==> src/rtl/ctrl_fsm_mc.sv <==
// Multicycle control unit for the 32-bit accumulator/stack CPU: sequences fetch/decode/execute,
// memory wait states, branches, stack ops and the I/O handshake with optional timeout.
module ctrl_fsm_mc #(
    parameter int unsigned OP_W       = 6,
    parameter int unsigned MEM_LAT    = 1,
    parameter int unsigned IO_TIMEOUT = 0
) (
    input  logic            clk,
    input  logic            reset,
    input  logic [OP_W-1:0] opcode,
    input  logic            zero,
    input  logic            neg,
    input  logic            enter,
    output logic [3:0]      state,
    output logic            pc_we,
    output logic            ir_we,
    output logic            reg_we,
    output logic            mem_we,
    output logic            mem_re,
    output logic            in_en,
    output logic            out_en,
    output logic            push,
    output logic            pop,
    output logic [1:0]      alu_op,
    output logic [2:0]      sel_pc,
    output logic            sel_alu_a,
    output logic [1:0]      sel_alu_b,
    output logic [1:0]      sel_wb,
    output logic            sel_mem_addr,
    output logic            sel_mem_data,
    output logic            halted,
    output logic            illegal,
    output logic            io_timeout
);

    typedef enum logic [3:0] {
        StFetch   = 4'd0,
        StDecode  = 4'd1,
        StExec    = 4'd2,
        StWb      = 4'd3,
        StBranch  = 4'd4,
        StMaddr   = 4'd5,
        StMwait   = 4'd6,
        StMwrite  = 4'd7,
        StJump    = 4'd8,
        StStk     = 4'd9,
        StInWait  = 4'd10,
        StOutWait = 4'd11,
        StRelease = 4'd12,
        StTrap    = 4'd13,
        StHalt    = 4'd14
    } state_e;

    state_e      state_q;
    logic [15:0] cnt_q;
    logic        illegal_q;
    logic        io_timeout_q;

    logic [5:0] op;
    logic       op_hi;

    assign op = opcode[5:0];

    generate
        if (OP_W > 6) begin : g_op_hi
            assign op_hi = |opcode[OP_W-1:6];
        end else begin : g_no_op_hi
            assign op_hi = 1'b0;
        end
    endgenerate

    logic is_r, is_imm, is_br, is_ld, is_st, is_jump, is_lstk, is_sstk;
    logic is_hlt, is_in, is_out, is_ill;

    always_comb begin
        is_r    = !op_hi && (op == 6'd0);
        is_imm  = !op_hi && (op >= 6'd1) && (op <= 6'd9);
        is_br   = !op_hi && (op >= 6'd10) && (op <= 6'd13);
        is_ld   = !op_hi && ((op == 6'd15) || (op == 6'd17));
        is_st   = !op_hi && ((op == 6'd14) || (op == 6'd16));
        is_jump = !op_hi && (op >= 6'd21) && (op <= 6'd23);
        is_lstk = !op_hi && (op == 6'd28);
        is_sstk = !op_hi && (op == 6'd29);
        is_hlt  = !op_hi && (op == 6'd18);
        is_in   = !op_hi && (op == 6'd19);
        is_out  = !op_hi && (op == 6'd20);
        is_ill  = !(is_r || is_imm || is_br || is_ld || is_st || is_jump || is_lstk ||
                    is_sstk || is_hlt || is_in || is_out);
    end

    logic br_taken;
    logic mwait_done;
    logic io_hit;
    logic io_waiting;

    always_comb begin
        br_taken = 1'b0;
        case (op)
            6'd10:   br_taken = zero;
            6'd11:   br_taken = !zero;
            6'd12:   br_taken = neg;
            6'd13:   br_taken = !neg && !zero;
            default: br_taken = 1'b0;
        endcase
    end

    assign mwait_done = (cnt_q == 16'(MEM_LAT - 1));
    assign io_waiting = (state_q == StInWait) || (state_q == StOutWait);
    // enter on the final counted cycle takes priority over the timeout
    assign io_hit     = (IO_TIMEOUT != 0) && (cnt_q == 16'(IO_TIMEOUT - 1)) && !enter;

    always_ff @(posedge clk) begin
        if (reset) begin
            state_q      <= StFetch;
            cnt_q        <= '0;
            illegal_q    <= 1'b0;
            io_timeout_q <= 1'b0;
        end else begin
            cnt_q <= '0;
            case (state_q)
                StFetch:  state_q <= StDecode;
                StDecode: begin
                    if (is_ill)                      state_q <= StTrap;
                    else if (is_r || is_imm)         state_q <= StExec;
                    else if (is_br)                  state_q <= StBranch;
                    else if (is_ld || is_st)         state_q <= StMaddr;
                    else if (is_jump)                state_q <= StJump;
                    else if (is_lstk)                state_q <= StStk;
                    else if (is_sstk)                state_q <= StMwrite;
                    else if (is_in)                  state_q <= StInWait;
                    else if (is_out)                 state_q <= StOutWait;
                    else                             state_q <= StHalt;
                end
                StExec:   state_q <= StWb;
                StWb:     state_q <= StFetch;
                StBranch: state_q <= StFetch;
                StMaddr: begin
                    if (!is_ld)             state_q <= StMwrite;
                    else if (MEM_LAT == 0)  state_q <= StWb;
                    else                    state_q <= StMwait;
                end
                StMwait: begin
                    if (mwait_done) state_q <= StWb;
                    else            cnt_q   <= cnt_q + 16'd1;
                end
                StMwrite, StJump, StStk: state_q <= StFetch;
                StInWait, StOutWait: begin
                    if (enter) begin
                        state_q <= StRelease;
                    end else if (io_hit) begin
                        io_timeout_q <= 1'b1;
                        state_q      <= StFetch;
                    end else begin
                        cnt_q <= cnt_q + 16'd1;
                    end
                end
                StRelease: if (!enter) state_q <= StFetch;
                StTrap: begin
                    illegal_q <= 1'b1;
                    state_q   <= StFetch;
                end
                StHalt:  state_q <= StHalt;
                default: state_q <= StFetch;
            endcase
        end
    end

    always_comb begin
        pc_we        = 1'b0;
        ir_we        = 1'b0;
        reg_we       = 1'b0;
        mem_we       = 1'b0;
        mem_re       = 1'b0;
        in_en        = 1'b0;
        out_en       = 1'b0;
        push         = 1'b0;
        pop          = 1'b0;
        alu_op       = 2'b00;
        sel_pc       = 3'd0;
        sel_alu_a    = 1'b0;
        sel_alu_b    = 2'd0;
        sel_wb       = 2'd0;
        sel_mem_addr = 1'b0;
        sel_mem_data = 1'b0;
        case (state_q)
            StFetch: begin
                ir_we     = 1'b1;
                mem_re    = 1'b1;
                sel_alu_b = 2'd1;
            end
            StDecode: pc_we = !(is_hlt || is_ill);
            StExec: begin
                sel_alu_a = 1'b1;
                if (is_r) begin
                    alu_op    = 2'b10;
                    sel_alu_b = 2'd0;
                end else begin
                    alu_op    = 2'b11;
                    sel_alu_b = 2'd3;
                end
            end
            StWb: begin
                reg_we = 1'b1;
                sel_wb = is_ld ? 2'd1 : 2'd0;
            end
            StBranch: begin
                alu_op    = 2'b01;
                sel_alu_a = 1'b1;
                sel_pc    = 3'd1;
                pc_we     = br_taken;
            end
            StMaddr: begin
                sel_alu_a = 1'b1;
                sel_alu_b = 2'd3;
                alu_op    = ((op == 6'd14) || (op == 6'd15)) ? 2'b11 : 2'b00;
            end
            StMwait: begin
                mem_re       = 1'b1;
                sel_mem_addr = 1'b1;
            end
            StMwrite: begin
                mem_we       = 1'b1;
                sel_mem_addr = 1'b1;
                sel_mem_data = is_sstk;
                pop          = is_sstk;
            end
            StJump: begin
                pc_we = 1'b1;
                case (op)
                    6'd22: begin
                        sel_pc = 3'd2;
                        push   = 1'b1;
                    end
                    6'd23: begin
                        sel_pc = 3'd3;
                        pop    = 1'b1;
                    end
                    default: sel_pc = 3'd2;
                endcase
            end
            StStk: begin
                sel_alu_a = 1'b1;
                push      = 1'b1;
            end
            StInWait: begin
                in_en  = 1'b1;
                sel_wb = 2'd2;
                reg_we = enter;
            end
            StOutWait: out_en = 1'b1;
            StTrap: begin
                pc_we  = 1'b1;
                sel_pc = 3'd4;
            end
            default: ;
        endcase
        // no write or stack side effect may leak out while reset is held
        if (reset) begin
            pc_we  = 1'b0;
            ir_we  = 1'b0;
            reg_we = 1'b0;
            mem_we = 1'b0;
            push   = 1'b0;
            pop    = 1'b0;
        end
    end

    assign state      = state_q;
    assign halted     = (state_q == StHalt) && !reset;
    assign illegal    = illegal_q || ((state_q == StTrap) && !reset);
    assign io_timeout = io_timeout_q || (io_waiting && io_hit && !reset);

endmodule
==> config.mk <==
export PLATFORM = sky130hd
export DESIGN_NAME = ctrl_fsm_mc
export DESIGN_NICKNAME = d
export VERILOG_FILES = /design/src/rtl/ctrl_fsm_mc.sv
export SDC_FILE = /design/constraint.sdc
export NUM_CORES = 1
export LEC_CHECK = 0
export ABC_AREA = 1
export CAP_MARGIN = 30
export CELL_PAD_IN_SITES_DETAIL_PLACEMENT = 1
export CELL_PAD_IN_SITES_GLOBAL_PLACEMENT = 2
export CORE_ASPECT_RATIO = 0.5
export CORE_UTILIZATION = 23
export DETAILED_ROUTE_END_ITERATION = 10
export PLACE_DENSITY_LB_ADDON = 0.3
export SYNTH_ARGS = -nofsm -noshare
export SYNTH_HDL_FRONTEND = slang
export SYNTH_SLANG_ARGS = --single-unit
==> constraint.sdc <==
create_clock -name clk -period 1.45 [get_ports clk]
set_clock_uncertainty 0.1 [all_clocks]
set_input_delay 0.145 -clock clk [delete_from_list [all_inputs] [get_ports clk]]
set_output_delay 0.145 -clock clk [all_outputs]
set_load 0.02 [all_outputs]
==> results.md <==
- Worst Hold Class: flip-flop to flip-flop
- Crit. End Element: flip-flop
- Share of post-route cells with drive strength above 1: 0.616
- P&R area growth vs syn: 120%
- Crit Path Class: flip-flop to flip-flop
- Longest Clk Path Bufs: 2
- DP Wirelength: 4.83 mm
- Fmax achieved: 0.548 GHz
- Antenna fix cells: 0
- Lkg Pwr: 1.60 nW
- Multi-input logic area: 1480 µm²
- Prevailing post-synth register cell: dfxtp_1
- Vias: 2257
- Nets@finish: 428
- Vias in the first global route: 2360
- Total gr overflow: 0
- Final instance area: 3610 µm²
- DRC viols: 0
- Clock sink count: 21
- WL per Instance: 14.2 µm
- Pin count of the biggest net entering global routing: 15
- Die Y-Extent: 61.8 µm
- Syn Inst Count: 274
- Post-synth EDFFs: 0
- # IOs: 39
- PwrDens: 1030 nW/µm²
- Clock slew at reported path FFs: 60 ps
- Clock latency reported for the late side of the worst-skew pair: 250 ps
- Hold buffers post-CTS: 0
- Seq/Total Area, Yosys: 0.256
- Post-synth ARST share: 0
- Hold Violations, Final: 0
- Root Driver: clkbuf_16
- Synth cell types: 34
- Peak VDD IR: 422 µV
- R2R Setup Slk: -380 ps
- Yosys warning count: 0
- Floorplan core area: 6810 µm²
- Startpoint types: flip-flop
- Top post-synthesis cells by area: dfxtp_1 26%, nor2_1 13%, inv_1 11%, nand2_1 11%, nand3_1 8.8%
- Sequential standard cell area: 440 µm²
- Status: complete, but fails checks
- Tcrit/Tclk final: 1.26
- Post-synth top area share: 0.256
- Req. time, crit path: 1530 ps
- Count of final setup violators: 43
- Final design utilization: 0.531
- Via density: 4.46
- First-pass GRT wire length: 10.7 mm
- Post-Route WL: 7.18 mm
- Avg Cell Area, Syn: 6.00 µm²
- Synth Net Count: 287
- H-tree depth: 1
- Row cnt: 21
- Min setup slack post-route: -375 ps
- Worst EP arrival: 1910 ps
- Starting DRT DRC Count: 47
- Fin. max-slew vios: 0
- Die Width: 122 µm
- Post-Syn Area: 1640 µm²
- Placement Cell Area: 2800 µm²
- MaxCap Viol Count: 0
- Post-DRT Antenna Nets: 0
- Initial antenna violation count: 0
- Die area: 7510 µm²
- PortBufs: 37
- GPL Wtd Cong: 0.882
- Power Total: 0.00372 W
- Gr usage total: 0.183
- Period minus WS final: 1830 ps
- DRT Pass-1 Iters: 4
- Initial Utilization: 0.242
- Violated checks: setup timing
- Largest fanout on the critical path: 5
- Cell accounting for the most synthesized area: dfxtp_1
- Clock buffer count from CTS: 3
- TritonCTS clock tree: yes
- Layout fillers: 834
- RSZ-0062 raised after global routing: yes
- Yosys reg bits: 21
- Hold WS: 353 ps
- Fin Setup TNS: -11640 ps
## power by group
part	internal [W]	switching (W)
clock network	0.000375	0.000211
registers	0.000635	0.0000709
logic	0.00118	0.00125
## layout make-up
type | instances | area share
Sequential cell | 21 | 0.122
Clock buffer | 4 | 0.0218
Tap cell | 92 | 0.0319
Multi-Input combinational cell | 195 | 0.408
Inverter | 55 | 0.0606
Timing Repair Buffer | 139 | 0.355
## synthesized netlist by cell type, drive strengths merged (3+ instances only)
cell / number
xor2: 5
o21ai: 5
dfxtp: 21
nor3: 7
buf: 3
nand2: 47
a21oi: 14
nand3: 29
nand4: 6
nor2: 64
xnor2: 3
inv: 55
## through the flow
step / setup WS [ps] / cells
floorplan: -71.6 / 274
global placement: -1030 / 475
detailed placement: -1070 / 475
CTS: -368 / 498
global route: -448 / 506
finish: -375 / 506
## sequential cells by signal, indices dropped and copies added (netlist names)
name	count
state	4
cnt_q	16
illegal_q	1
## cell families after synthesis
| kind of cell | synth area share |
|---|---|
| flip-flops | 0.256 |
| buffers and inverters | 0.144 |
| AND/OR/NAND/NOR | 0.438 |
| XOR/XNOR | 0.0426 |
| AO/OA/AOI/OAI | 0.102 |
| adder cells (fa/ha/maj) | 0.0152 |
| other | 0.00228 |
## final timing paths
check	start	end	cells after the start
max reg2reg	state[3]	state[3]	13
max	state[3]	state[3]	13
min reg2reg	cnt_q[0]	cnt_q[0]	1
min	cnt_q[0]	cnt_q[0]	1
## layer usage
layer / share of wire / global-route usage
met5: 0 / 0
met4: 0.023 / 0.0406
met3: 0.020 / 0.0255
met2: 0.55 / 0.396
met1: 0.41 / 0.194
## what timing repair did
action,4_1_cts,5_1_grt
buffers inserted,18,10
setup endpoints to repair,47,43
pin swaps,18,26
gates cloned,1,0
gates resized for setup,218,86
## layout by cell type (no fill, tap or decap), types with 2 or more instances in the layout
master | synthesis | final
a21oi_1 | 13 | 6
a21oi_2 | 1 | 6
a21oi_4 | 0 | 2
buf_12 | 0 | 3
buf_4 | 2 | 77
buf_6 | 1 | 45
clkbuf_16 | 0 | 3
clkdlybuf4s15_1 | 0 | 2
clkdlybuf4s50_1 | 0 | 4
dfxtp_1 | 21 | 15
dfxtp_4 | 0 | 5
dlygate4sd2_1 | 0 | 6
inv_1 | 48 | 31
inv_2 | 7 | 20
inv_4 | 0 | 3
nand2_1 | 46 | 29
nand2_2 | 0 | 12
nand2_4 | 1 | 6
nand3_1 | 29 | 18
nand3_2 | 0 | 11
nand4_1 | 5 | 5
nor2_1 | 56 | 23
nor2_2 | 6 | 11
nor2_4 | 2 | 30
nor3_2 | 2 | 3
nor3_4 | 1 | 3
nor3b_2 | 0 | 2
o21ai_2 | 0 | 3
o21bai_1 | 2 | 2
xnor2_1 | 3 | 3
xor2_1 | 5 | 5
## critical path, cell delays in order, from the launching register on
cell,delay (ps)
dfxtp_4,400
inv_2,60
nor2_4,120
inv_2,60
buf_12,120
buf_6,110
nor2_4,80
inv_2,70
o21ai_4,190
buf_6,150
nor2_4,60
inv_2,70
nand2_1,50
a21oi_1,110
(Power assumes the default switching activity.)
